### src/rtl/pipeline_ctrl_pkg.sv
// Shared types for the pipeline stall/flush controller: FSM states and the
// bundled enable/flush control word.
package pipeline_ctrl_pkg;

  localparam int DEF_REG_ADDR_WIDTH = 5;

  typedef enum logic [1:0] {
    PCTRL_RUN      = 2'd0,
    PCTRL_MEM_WAIT = 2'd1,
    PCTRL_ERROR    = 2'd2
  } pctrl_state_e;

  typedef struct packed {
    logic pc_en;
    logic if_id_en;
    logic id_ex_en;
    logic ex_me_en;
    logic me_wb_en;
    logic if_id_flush;
    logic id_ex_flush;
  } pipe_ctrl_t;

  localparam pipe_ctrl_t CTRL_FREEZE   = 7'b00000_00;
  localparam pipe_ctrl_t CTRL_GO       = 7'b11111_00;
  localparam pipe_ctrl_t CTRL_BRANCH   = 7'b11111_11;
  // Hold PC and IF_ID; ID_EX takes a bubble while older stages drain.
  localparam pipe_ctrl_t CTRL_LOAD_USE = 7'b00111_01;

endpackage

### src/rtl/pipeline_ctrl_hazard_detect.sv
// Load-use hazard: the ID instruction reads the register an EX load is
// about to write.
module hazard_detect #(
  parameter int REG_ADDR_WIDTH = 5
) (
  input  logic [REG_ADDR_WIDTH-1:0] id_rs1_addr,
  input  logic [REG_ADDR_WIDTH-1:0] id_rs2_addr,
  input  logic                      id_rs1_used,
  input  logic                      id_rs2_used,
  input  logic [REG_ADDR_WIDTH-1:0] ex_rd_addr,
  input  logic                      ex_mem_read,
  output logic                      load_use
);

  logic rs1_hit, rs2_hit;

  assign rs1_hit  = id_rs1_used && (id_rs1_addr == ex_rd_addr);
  assign rs2_hit  = id_rs2_used && (id_rs2_addr == ex_rd_addr);
  // x0 is hardwired zero, so a load targeting it never creates a dependency.
  assign load_use = ex_mem_read && (ex_rd_addr != '0) && (rs1_hit || rs2_hit);

endmodule

### src/rtl/pipeline_ctrl.sv
// Central stall/flush controller: combinational enable/flush mux, memory
// wait-state FSM with timeout, and a saturating stall-cycle counter.
module pipeline_ctrl
  import pipeline_ctrl_pkg::*;
#(
  parameter int REG_ADDR_WIDTH = DEF_REG_ADDR_WIDTH,
  parameter int MEM_TIMEOUT    = 16,
  parameter int CNT_WIDTH      = 32
) (
  input  logic                      clk,
  input  logic                      rst,
  input  logic [REG_ADDR_WIDTH-1:0] id_rs1_addr,
  input  logic [REG_ADDR_WIDTH-1:0] id_rs2_addr,
  input  logic                      id_rs1_used,
  input  logic                      id_rs2_used,
  input  logic [REG_ADDR_WIDTH-1:0] ex_rd_addr,
  input  logic                      ex_mem_read,
  input  logic                      ex_branch_taken,
  input  logic                      me_mem_req,
  input  logic                      dmem_ready,
  output logic                      pc_en,
  output logic                      if_id_en,
  output logic                      id_ex_en,
  output logic                      ex_me_en,
  output logic                      me_wb_en,
  output logic                      if_id_flush,
  output logic                      id_ex_flush,
  output logic                      mem_timeout_err,
  output logic [CNT_WIDTH-1:0]      stall_cycles
);

  localparam int WCW = $clog2(MEM_TIMEOUT);
  localparam logic [WCW-1:0] WAIT_LAST = WCW'(MEM_TIMEOUT - 1);

  pctrl_state_e   state, state_nxt;
  logic [WCW-1:0] wait_cnt, wait_nxt;
  logic           mem_stall, load_use;
  pipe_ctrl_t     ctrl;

  hazard_detect #(.REG_ADDR_WIDTH(REG_ADDR_WIDTH)) u_hazard (
    .id_rs1_addr (id_rs1_addr),
    .id_rs2_addr (id_rs2_addr),
    .id_rs1_used (id_rs1_used),
    .id_rs2_used (id_rs2_used),
    .ex_rd_addr  (ex_rd_addr),
    .ex_mem_read (ex_mem_read),
    .load_use    (load_use)
  );

  assign mem_stall = me_mem_req && !dmem_ready;

  // A frozen pipe holds branch/load-use inputs, so those responses simply
  // issue in the cycle the memory stall clears.
  always_comb begin
    ctrl = CTRL_FREEZE;
    if (rst || state == PCTRL_ERROR) ctrl = CTRL_FREEZE;
    else if (mem_stall)              ctrl = CTRL_FREEZE;
    else if (ex_branch_taken)        ctrl = CTRL_BRANCH;
    else if (load_use)               ctrl = CTRL_LOAD_USE;
    else                             ctrl = CTRL_GO;
  end

  assign pc_en       = ctrl.pc_en;
  assign if_id_en    = ctrl.if_id_en;
  assign id_ex_en    = ctrl.id_ex_en;
  assign ex_me_en    = ctrl.ex_me_en;
  assign me_wb_en    = ctrl.me_wb_en;
  assign if_id_flush = ctrl.if_id_flush;
  assign id_ex_flush = ctrl.id_ex_flush;

  always_comb begin
    state_nxt = state;
    wait_nxt  = wait_cnt;
    case (state)
      PCTRL_RUN: begin
        if (mem_stall) begin
          state_nxt = PCTRL_MEM_WAIT;
          wait_nxt  = WCW'(1);
        end
      end
      PCTRL_MEM_WAIT: begin
        if (!mem_stall) begin
          state_nxt = PCTRL_RUN;
          wait_nxt  = '0;
        end else if (wait_cnt == WAIT_LAST) begin
          state_nxt = PCTRL_ERROR;
        end else begin
          wait_nxt  = wait_cnt + 1'b1;
        end
      end
      PCTRL_ERROR: ;
      default: begin
        state_nxt = PCTRL_RUN;
        wait_nxt  = '0;
      end
    endcase
  end

  always_ff @(posedge clk or posedge rst) begin
    if (rst) begin
      state    <= PCTRL_RUN;
      wait_cnt <= '0;
    end else begin
      state    <= state_nxt;
      wait_cnt <= wait_nxt;
    end
  end

  assign mem_timeout_err = (state == PCTRL_ERROR);

  always_ff @(posedge clk or posedge rst) begin
    if (rst)
      stall_cycles <= '0;
    else if (!ctrl.pc_en && state != PCTRL_ERROR && stall_cycles != '1)
      stall_cycles <= stall_cycles + 1'b1;
  end

endmodule

### config.mk
export PLATFORM = sky130hd
export DESIGN_NAME = pipeline_ctrl
export DESIGN_NICKNAME = d
export VERILOG_FILES = /design/src/rtl/pipeline_ctrl_pkg.sv /design/src/rtl/pipeline_ctrl_hazard_detect.sv /design/src/rtl/pipeline_ctrl.sv
export SDC_FILE = /design/constraint.sdc
export NUM_CORES = 1
export LEC_CHECK = 0
export CAP_MARGIN = 20
export CORE_ASPECT_RATIO = 2
export CORE_MARGIN = 2
export CORE_UTILIZATION = 43
export DETAILED_ROUTE_END_ITERATION = 8
export PLACE_DENSITY = 0.77
export SLEW_MARGIN = 20
export SYNTH_ARGS = -nofsm -noshare
export SYNTH_HDL_FRONTEND = slang
export SYNTH_SLANG_ARGS = --single-unit
### constraint.sdc
create_clock -name clk -period 2.71 [get_ports clk]
set_clock_uncertainty 0.05 [all_clocks]
set_input_delay 0.6775 -clock clk [delete_from_list [all_inputs] [get_ports clk]]
set_output_delay 0.6775 -clock clk [all_outputs]
set_load 0.005 [all_outputs]
Word level (Yosys, flattened, before mapping)
Index checks and enable logic that the tools add are counted.
Word-level totals
  memories kept: 0
  input bits: 23
  flip-flop bits (word level): 38
  output and inout bits: 40
  memory bits (writable): 0
  latch bits: 0
  bits in read-only memories: 0
Operators by class
  multiply operators: 0
  bitwise gates (word level): 1
  mux-type cells: 12
  reduce and logical (&&, ||, !) cells: 15
  $lt $le $gt $ge: 0
  div/mod/pow operators: 0
  add/subtract/negate cells: 2
  shift-type cells: 0
  equality and inequality tests: 10
Operators by type and width (count)
  adder 32 x 1 -> 32 bit, second input constant: 1
  inequality test 32 bit, second input constant: 1
  two-way mux 7 bit: 4
  two-way mux 4 bit: 3
  one-hot mux 4 bit (3 select lines): 1
  == test 5 bit: 2
  logical AND 1 bit: 7
  two-way mux 2 bit: 3
  inequality test 3 bit, second input constant: 2
  one-hot mux 2 bit (3 select lines): 1
  AND reduction 3 bit: 2
  nonzero test 5 bit: 1
  adder 4 x 1 -> 4 bit, second input constant: 1
  == test 4 bit, second input constant: 1
  inequality test 2 bit, second input constant: 2
  == test 2 x 1 -> 1 bit, second input constant: 1
  == test 2 bit, second input constant: 1
  zero test 1 bit: 2
  zero test 2 bit: 1
  logical OR 1 bit: 2
  inverter 1 bit: 1

Logic depth before layout (Yosys ltp)
  word-level depth: 11
  gate-level depth with buffers: 8
  mapped depth without buffers: 7

Hierarchy
From an unflattened synthesis, not the netlist that was laid out.
Unflattened totals
  cell total of the unflattened synthesis: 207
  area, all modules: 2089.5 um2
By module, submodules not included
  pipeline_ctrl: times used 1, area each 1955.6 um2, cells an instance 190
  hazard_detect: times used 1, area each 133.9 um2, cells an instance 17

Worst setup path before layout
Ideal clock, no wire load.
  path type: input port to output port
  start point: input rst
  end point: output pc_en
  setup slack: -0.178 ns
  data required time: 1.982 ns
  stages on the path: 4
  buffers on the path: 1
  arrival time: 2.160 ns
  path through: inv_1 and3_1 o21a_1 buf_4
Between the ends
  cells in the longest elaborated chain, start to end: 2
Ends and longest elaborated chain
  start, declared: line pipeline_ctrl.sv:11  | input logic rst,
  logical OR 1 bit: line pipeline_ctrl.sv:56  | if (rst || state == PCTRL_ERROR) ctrl = CTRL_FREEZE;
  two-way mux 7 bit: line pipeline_ctrl.sv:56
  end, declared: line pipeline_ctrl.sv:21  | output logic pc_en,
No other way between the ends.

Final worst setup path
  start point: input id_rs2_addr[4]
  end point: output if_id_en
Between the ends
  cells in the longest elaborated chain, start to end: 8
Ends and longest elaborated chain
  start, declared: line pipeline_ctrl.sv:13  | input logic [REG_ADDR_WIDTH-1:0] id_rs2_addr,
  == test 5 bit: line pipeline_ctrl_hazard_detect.sv:18  | assign rs2_hit = id_rs2_used && (id_rs2_addr == ex_rd_addr);
  logical AND 1 bit: line pipeline_ctrl_hazard_detect.sv:18
  logical OR 1 bit: line pipeline_ctrl_hazard_detect.sv:20  | assign load_use = ex_mem_read && (ex_rd_addr != '0) && (rs1_hit || rs2_hit);
  logical AND 1 bit: line pipeline_ctrl_hazard_detect.sv:20
  two-way mux 7 bit: line pipeline_ctrl.sv:59  | else if (load_use) ctrl = CTRL_LOAD_USE;
  two-way mux 7 bit: line pipeline_ctrl.sv:58  | else if (ex_branch_taken) ctrl = CTRL_BRANCH;
  two-way mux 7 bit: line pipeline_ctrl.sv:57  | else if (mem_stall) ctrl = CTRL_FREEZE;
  two-way mux 7 bit: line pipeline_ctrl.sv:56
  end, declared: line pipeline_ctrl.sv:22  | output logic if_id_en,
No other way between the ends.

==> impl_metrics.toml <==
[drt]
avgRoutedWirePerCell_um = 14.98
remaining_drc_errors = 0
drtPass1Iterations = 4
ant_nets = 0
drtIter0Drc = 35
wirelength_mm = 5.378
vias_per_cell = 5.295
vias = 1901

[synth]
ys_ff_latch = 38
yosys.area.top_type = "dfrtp_1"
yosysMostFrequentCell = "dfrtp_1"
synth_top_area_frac = 0.4328
synth_commonest_cells = "38 x dfrtp_1, 24 x xor2_1, 20 x nor2_1"
syn_inst = 214
yosys_warnings = 0
synth_area_um2 = 2197
synth_edf_count = 0
yosys_most_used_dff = "dfrtp_1"
synthTopCellsByArea = "dfrtp_1 43%, xor2_1 9.6%, xnor2_1 6.8%"
synth_cell_type_count = 42
ys_seq_area_frac = 0.4328
syn_nets = 239
synth.avg_cell_area_um2 = 10.27
async_flop_share = 1.000

[die]
dieArea_um2 = 5732
row_count = 36
fp.dieW_um = 54.55
fp.dieH_um = 105.1
core_region_area_um2 = 4910
io_pins = 63
initial_core_util = 0.4475

[power]
power.density_nw_per_um2 = 467.9
ir_drop_mv = 0.3597
finalPower_mw = 1.457
power_leakage_nw = 1.426

[grt]
grt_max_degree = 27
antenna_found_initial = 0
grt_overflow = 0
grt_pass1_vias = 1955
grt_pass1_wl_mm = 8.728
grt_util_all_layers = 0.2062

[cells_and_area]
antennaDiodeCount = 0
fin_util = 0.6343
finalNetCount = 326
drive_gt1_frac = 0.2252
fin_cells = 359
syn_to_final_growth_pct = 41.74

[timing]
final.setup.tns_ns = 0
slew_headroom = 0.7504
setup_viol = 0
hold_violations = 0
fin_crit_sh = 0.9515
rsz0062_at_grt = "no"
slew_viol_final = 0
min_period_ns = 2.578
fmax_ghz = 0.3878
worst_slew_pin_slew_ns = 0.3724

[placement]
place.gp.congestion = 0.7839
dp.cells = 348
dpl.hpwl_mm = 4.234
io_buffers = 62

[setup_path]
r2r_setup_slack_ns = 0.63
worstSetupPathType = "input pin to output port"
worstPathMaxFanout = 2
r2r_cells = 7
critical_path.cell_chain = "dlygate4sd2_1 > xnor2_1 > nand4_1 > o22ai_2 > o211ai_1 > o21a_1 > buf_2"
slowest_delay_ns = 0.24
rr_startpoint = "stall_cycles[9]"
r2r_end = "stall_cycles[30]"
worstPathRequired_ns = 1.98
start_kind = "input pin"
arrival_ns = 1.85
cp-end-kind = "output port"
cpMaxStageDelayCell = "dlygate4sd2_1"

[status]
status = "finished clean"

[clock_tree]
htreeDepth = 2
cts.sinks = 38
numCtsBuffers = 5
clock_path_buffers = 2
path_clk_slew_ns = 0.07
clock_latency_ns = 0.29
cts_tree = "built"
root_buffer = "clkbuf_8"

[min_path]
hold_depth = 1
hold_path.class = "flip-flop to flip-flop"
min_from = "stall_cycles[29]"
whs_endpoint = "stall_cycles[29]"

[run]
drv_cap = 0
area by class of cell:
cell class / count / area [um^2]
clock inverters: 1 / 5.005
inverters: 8 / 33.78
flip-flops and latches: 38 / 950.9
fillers: 426 / 1795
clock buffers: 7 / 86.33
well taps: 57 / 71.32
repair buffers: 85 / 747.0
multi-input cells: 163 / 1220
registers in the layout, indices dropped and copies added (netlist names):
register,cells
stall_cycles,32
wait_cnt,4
state,2
report_power, final:
| group | switching [mW] | total (mW) | internal [mW] | leakage [nW] |
|---|---|---|---|---|
| Sequential | 0.0859 | 0.705 | 0.619 | 0.496 |
| Clock | 0.196 | 0.401 | 0.205 | 0.0482 |
| Combinational | 0.146 | 0.351 | 0.205 | 0.882 |
| Total | 0.428 | 1.46 | 1.03 | 1.43 |
layout by cell type (no fill, tap or decap), types with 2 or more instances in the layout:
cell type | netlist | final
inv_1 | 8 | 7
nor2_1 | 20 | 20
nor4_1 | 2 | 2
nand2_1 | 18 | 18
nand4_2 | 2 | 2
nand4_4 | 2 | 2
nor4_2 | 5 | 5
clkbuf_2 | 0 | 3
o22ai_1 | 3 | 2
xnor2_2 | 0 | 3
dfrtp_1 | 38 | 38
buf_4 | 4 | 23
or2_1 | 2 | 2
xnor2_1 | 17 | 14
o21ai_0 | 3 | 3
xor2_1 | 24 | 24
ha_1 | 2 | 2
nor3_2 | 6 | 6
nand4_1 | 8 | 8
or2_2 | 2 | 2
clkdlybuf4s50_1 | 0 | 39
dlygate4sd2_1 | 0 | 11
nand3_1 | 17 | 17
buf_2 | 0 | 4
clkdlybuf4s15_1 | 0 | 4
clkbuf_8 | 0 | 6
nor3_1 | 7 | 7
and2_1 | 2 | 2
worst max-delay path, delay by kind of cell:
kind            cells  cell delay, ns
simple gates        1            0.16
xor+xnor            1            0.18
buf+inv             2            0.36
compound gates      3            0.47
metrics by stage:
step                      hold slack (ns)  cell area [um^2]  setup slack (ns)
final                              0.4458              3114            0.1315
after global routing               0.4779              3114         0.0006883
after CTS                          0.4508              3097          0.004830
after detailed placement           0.4413              3002           -0.6379
after global placement             0.4265              3002           -0.6130
after floorplan                    0.4309              2201           0.08408
metal layers:
metal,wire [um],up-vias,track usage
met3,318,12,0.03714
li1,-,917,-
met5,0,-,0
met2,3016,60,0.3744
met1,1879,912,0.2072
met4,163,0,0.1000
worst max path at each step:
stage               slack (ns)      startpoint                to  cells after the start
detailed placement       -0.64   ex_rd_addr[1]          if_id_en                      5
CTS                      0.005  id_rs2_addr[3]          if_id_en                      7
global route            0.0007  id_rs1_addr[3]             pc_en                      7
finish                    0.13  id_rs2_addr[4]          if_id_en                      7
floorplan                 0.08             rst  stall_cycles[28]                      6
global placement         -0.61   ex_rd_addr[1]             pc_en                      5
cell families after synthesis:
| kind of cell | count (synthesis) | share of synthesized area |
|---|---|---|
| buffers and inverters | 13 | 0.03246 |
| AND/OR/NAND/NOR | 103 | 0.2916 |
| XOR/XNOR | 41 | 0.1634 |
| adder cells (fa/ha/maj) | 2 | 0.01139 |
| flip-flops | 38 | 0.4328 |
| AO/OA/AOI/OAI | 15 | 0.05866 |
| multiplexers | 2 | 0.009681 |
repair_timing:
item | CTS | global route
endpoints found under the setup margin | 7 | 3
setup buffers | 2 | 1
pin swaps | 15 | 10
gates resized for setup | 39 | 14
hold buffers | 0 | 0
Power figures use the tool's default switching activity.
